File: src/rtl/mod_data_tx.sv
// Baseband symbol mapper: nibbles in over valid/ready, BPSK/QPSK/16-QAM I/Q samples out,
// each symbol held for SPS clocks with a strobe on its first sample.
module mod_data_tx #(
  parameter int SPS = 4,
  parameter int W   = 5
) (
  input  logic         clk,
  input  logic         rst_n,
  input  logic [1:0]   mod_sel,
  input  logic [3:0]   data_in,
  input  logic         data_valid,
  output logic         data_ready,
  output logic [W-1:0] i_out,
  output logic [W-1:0] q_out,
  output logic         sym_strobe,
  output logic         busy
);

  typedef enum logic {IDLE, TX} state_t;

  localparam logic [1:0]   MOD_BPSK = 2'b00;
  localparam logic [1:0]   MOD_QPSK = 2'b01;
  localparam logic [1:0]   MOD_QAM  = 2'b10;
  localparam logic [W-1:0] P4  = W'(4);
  localparam logic [W-1:0] P8  = W'(8);
  localparam logic [W-1:0] P12 = W'(12);
  localparam logic [W-1:0] N4  = W'(-4);
  localparam logic [W-1:0] N8  = W'(-8);
  localparam logic [W-1:0] N12 = W'(-12);

  state_t       state_q, state_d;
  logic [3:0]   sr_q, sr_d;
  logic [1:0]   mod_q, mod_d;
  logic [1:0]   sym_q, sym_d;
  logic [3:0]   smp_q, smp_d;
  logic [W-1:0] i_q, i_d, q_q, q_d;
  logic         stb_q, stb_d;
  logic         busy_q, busy_d;

  logic         last_smp, last_sym, accept, start;
  logic [1:0]   sym_last_idx;

  function automatic logic [W-1:0] bit_map(input logic b);
    return b ? N8 : P8;
  endfunction

  // Gray-coded 16-QAM level per 2-bit code
  function automatic logic [W-1:0] qam_map(input logic [1:0] c);
    logic [W-1:0] v;
    case (c)
      2'b00:   v = N12;
      2'b01:   v = N4;
      2'b11:   v = P4;
      default: v = P12;
    endcase
    return v;
  endfunction

  always_comb begin
    case (mod_q)
      MOD_BPSK: sym_last_idx = 2'd3;
      MOD_QPSK: sym_last_idx = 2'd1;
      default:  sym_last_idx = 2'd0;
    endcase
  end

  assign last_smp   = (smp_q == 4'(SPS - 1));
  assign last_sym   = (sym_q == sym_last_idx);
  assign data_ready = ((state_q == IDLE) || (last_smp && last_sym)) && (mod_sel != 2'b11);
  assign accept     = data_valid && data_ready;

  always_ff @(posedge clk or negedge rst_n) begin
    if (!rst_n) begin
      state_q <= IDLE;
      sr_q    <= '0;
      mod_q   <= '0;
      sym_q   <= '0;
      smp_q   <= '0;
      i_q     <= '0;
      q_q     <= '0;
      stb_q   <= 1'b0;
      busy_q  <= 1'b0;
    end else begin
      state_q <= state_d;
      sr_q    <= sr_d;
      mod_q   <= mod_d;
      sym_q   <= sym_d;
      smp_q   <= smp_d;
      i_q     <= i_d;
      q_q     <= q_d;
      stb_q   <= stb_d;
      busy_q  <= busy_d;
    end
  end

  always_comb begin
    state_d = state_q;
    sr_d    = sr_q;
    mod_d   = mod_q;
    sym_d   = sym_q;
    smp_d   = smp_q;
    start   = 1'b0;
    if (state_q == TX && !last_smp) begin
      smp_d = smp_q + 4'd1;
    end else if (state_q == TX && !last_sym) begin
      smp_d = '0;
      sym_d = sym_q + 2'd1;
      sr_d  = (mod_q == MOD_BPSK) ? (sr_q >> 1) : (sr_q >> 2);
      start = 1'b1;
    end else if (accept) begin
      state_d = TX;
      sr_d    = data_in;
      mod_d   = mod_sel;
      sym_d   = '0;
      smp_d   = '0;
      start   = 1'b1;
    end else begin
      state_d = IDLE;
      sym_d   = '0;
      smp_d   = '0;
    end
  end

  // Samples are mapped from the next shift-register value so symbol 0 lands one cycle after accept
  always_comb begin
    i_d    = i_q;
    q_d    = q_q;
    stb_d  = start;
    busy_d = (state_d == TX);
    if (start) begin
      case (mod_d)
        MOD_BPSK: begin i_d = bit_map(sr_d[0]);     q_d = '0;                  end
        MOD_QPSK: begin i_d = bit_map(sr_d[0]);     q_d = bit_map(sr_d[1]);    end
        MOD_QAM:  begin i_d = qam_map(sr_d[1:0]);   q_d = qam_map(sr_d[3:2]);  end
        default:  begin i_d = '0;                   q_d = '0;                  end
      endcase
    end else if (state_d == IDLE) begin
      i_d = '0;
      q_d = '0;
    end
  end

  assign i_out      = i_q;
  assign q_out      = q_q;
  assign sym_strobe = stb_q;
  assign busy       = busy_q;

endmodule

File: config.mk
export PLATFORM = sky130hd
export DESIGN_NAME = mod_data_tx
export DESIGN_NICKNAME = d
export VERILOG_FILES = /design/src/rtl/mod_data_tx.sv
export SDC_FILE = /design/constraint.sdc
export NUM_CORES = 1
export LEC_CHECK = 0
export ABC_AREA = 0
export ABC_CLOCK_PERIOD_IN_PS = 6900
export BUFFER_PORTS_ARGS = -buffer_cell sky130_fd_sc_hd__buf_2
export CAP_MARGIN = 20
export CORE_MARGIN = 2
export CORE_UTILIZATION = 40
export DETAILED_ROUTE_END_ITERATION = 6
export GPL_ROUTABILITY_DRIVEN = 1
export PLACE_DENSITY = 0.63
export SYNTH_ARGS = -nofsm -noshare
export SYNTH_HDL_FRONTEND = slang
export SYNTH_SLANG_ARGS = --single-unit
File: constraint.sdc
create_clock -name clk -period 6.9 [get_ports clk]
set_input_delay 0.69 -clock clk [delete_from_list [all_inputs] [get_ports clk]]
set_output_delay 0.69 -clock clk [all_outputs]
set_load 0.03 [all_outputs]
==> results.cfg <==
[detailed_routing]
wirelength_um = 2165
drt-pass1-iter-count = 4
antenna_left = 0
wire_per_inst_um = 13.45
initialDrtViolationCount = 6
via_per_inst = 5.149
drc = 0
routed-via-count = 829

[power]
internal-power_mw = 0.3084
p_sw_share_pct = 45.88
p_clk_share_pct = 9.6
p_comb_share_pct = 55.6
p_switching_mw = 0.2614
seqPwrFrac_pct = 34.8
total_power_mw = 0.5698
leakagePower_nw = 0.6341
power.density_nw_per_um2 = 465.7
ir_drop_uv = 202.8

[finish]
mostFrequentLayoutCells = 19 x dfrtp_1, 17 x buf_2, 12 x nor2_1
fin_cells = 161
nFillCells = 269
seqCellArea_um2 = 475.5
area_growth_syn_to_layout_pct = 10.13
antenna_cells = 0
drive_above_1_share_pct = 20.77
nets = 148
multi_input_area_um2 = 556.8
final_common_cell = dfrtp_1
final_area_um2 = 1224

[clock_tree]
cts.path.max_buffers = 2
post_cts_hold_buffer_count = 0
cts_resized = 0
htree_levels = 1
cts_root_buf = clkbuf_4
clkSinkCount = 19
cts_setup_buffers = 0
cts_tree = done
clk_latency_ns = 0.29
cts_buffers = 3
clkTransAtPathRegs_ns = 0.10

[place]
gp_congestion = 0.7726
place_area_um2 = 1197
dp_hpwl_um = 1684
numPlacedInstances = 157
port_buffers = 17

[synthesis]
synth_seq_cells = 19
yosys-top-cells-area = dfrtp_1 43%, ha_1 9.0%, mux2i_1 5.4%
synth_warnings = 0
synth_cell_types = 32
yosysSeqAreaShare_pct = 42.79
synthCells = 112
synth_top_area_cell = dfrtp_1
postSynthAreaPerCell_um2 = 9.920
synth_area_um2 = 1111
yosysTopAreaCellShare_pct = 42.79

[setup_path]
cp.arrival_ns = 3.19
r2r-end = i_out[3]
cp-end-kind = flop
critPathKind = flop to flop
critPathLaunchType = flop
worstPathMaxFanout = 9
required_ns = 7.08
r2r_start = smp_q[0]
reg2reg_slack_ns = 3.89
startpoint = smp_q[0]
reg2reg_depth = 11

[floorplanning]
die_h_um = 56.71
rows = 19
io_pins = 22
core_area_um2 = 2686
die_w_um = 56.71
start_util_pct = 41.36
die_area_um2 = 3215

[timing]
rsz0062_at_grt = false
finalMaxSlewViolations = 0
tns_ns = 0
fin_skew_ns = 0.001718
max_freq_mhz = 331.9
hold_violations = 0
setup_viol = 0
fin_crit_sh_pct = 43.67
worstMarginPinSlew_ns = 0.7461
fin_crit_ns = 3.013
slew_headroom_pct = 50.08

[global_route]
grt_pass1_vias = 837
grt_max_degree = 20
grt_antenna_before_repair = 0
gr-usage-all-layers_pct = 14.85
grt_first_pass_wirelength_um = 3677
grt_overflow_total = 0

[min_path]
hold_class = input pin to asynchronous set/reset pin

[run]
cap_violations = 0

[run_status]
status = complete, no violations
## worst max path at each step
stage            endpoint  slack, ns
6_report         i_out[3]       3.89
3_5_place_dp     i_out[3]       3.90
4_1_cts        data_ready       3.86
2_1_floorplan  data_ready       4.12
3_3_place_gp     q_out[4]       4.05
5_1_grt          i_out[3]       3.51
## logic make-up after synthesis
kind of cell	synth area share, %
compound gates	16.67
mux	5.406
simple gates	14.53
other cells	0.3375
xor+xnor	3.154
flops	42.79
fa+ha+maj	9.009
buf+inv	8.108
## cell type report
cell class | instances | area share [%]
sequential | 19 | 38.85
timing repair buffer | 17 | 6.953
tap | 31 | 3.170
inverter | 11 | 3.374
clock buffer | 4 | 2.147
multi-input combinational | 79 | 45.50
## synthesized netlist by cell type, drive strengths merged
cell,number
dfrtp,19
nor2,12
inv,11
nand2,11
ha,8
buf,6
mux2i,6
o21ai,6
a21oi,4
nand3,3
o22ai,3
xnor2,3
a2bb2oi,2
and3,2
nor3,2
or3b,2
a211oi,1
a21bo,1
a21boi,1
a22o,1
conb,1
nand2b,1
nor2b,1
nor3b,1
o22a,1
o311a,1
o31ai,1
xor2,1
## flip-flops by register name, summed over array words and instances, names as in the netlist, named ones only
register and flops:
i_out 3, mod_q 2, q_out 2, smp_q 4, sr_q 4, sym_q 2
sym_strobe 1
## through the flow
stage          util [%]  setup WS, ns  hold slack, ns
6_report          45.55         3.887          0.3258
5_1_grt           45.55         3.505          0.3312
4_1_cts           45.55         3.858          0.3244
2_1_floorplan         -         4.116          0.3944
3_5_place_dp      44.57         3.902          0.4601
3_3_place_gp      44.57         4.051          0.4430
## layer usage
metal,track usage (%),up-vias,share of wire [%]
met2,23.92,21,48
met4,8.163,0,1.8
met1,18.75,402,45
li1,-,402,-
met5,0,-,0
met3,2.535,4,4.8
## power groups by stage
stage	sequential [mW]	clock (mW)	combinational [mW]
3_3_place_gp	0.198	0	0.311
3_5_place_dp	0.199	0	0.319
5_1_grt	0.205	0.0633	0.354
2_1_floorplan	0.217	0	0.245
4_1_cts	0.197	0.0581	0.320
6_report	0.198	0.0547	0.317
## worst max-delay path, stage by stage (launching register included)
cell and delay [ns]:
dfrtp_1 0.39, ha_1 0.21, nor3b_1 0.54, nor2_1 0.35
nor2_1 0.21, nand2_1 0.11, mux2i_1 0.29, inv_1 0.12
ha_1 0.24, nor2_1 0.14, a2bb2oi_1 0.20, o31ai_2 0.09
(Power assumes the default switching activity.)
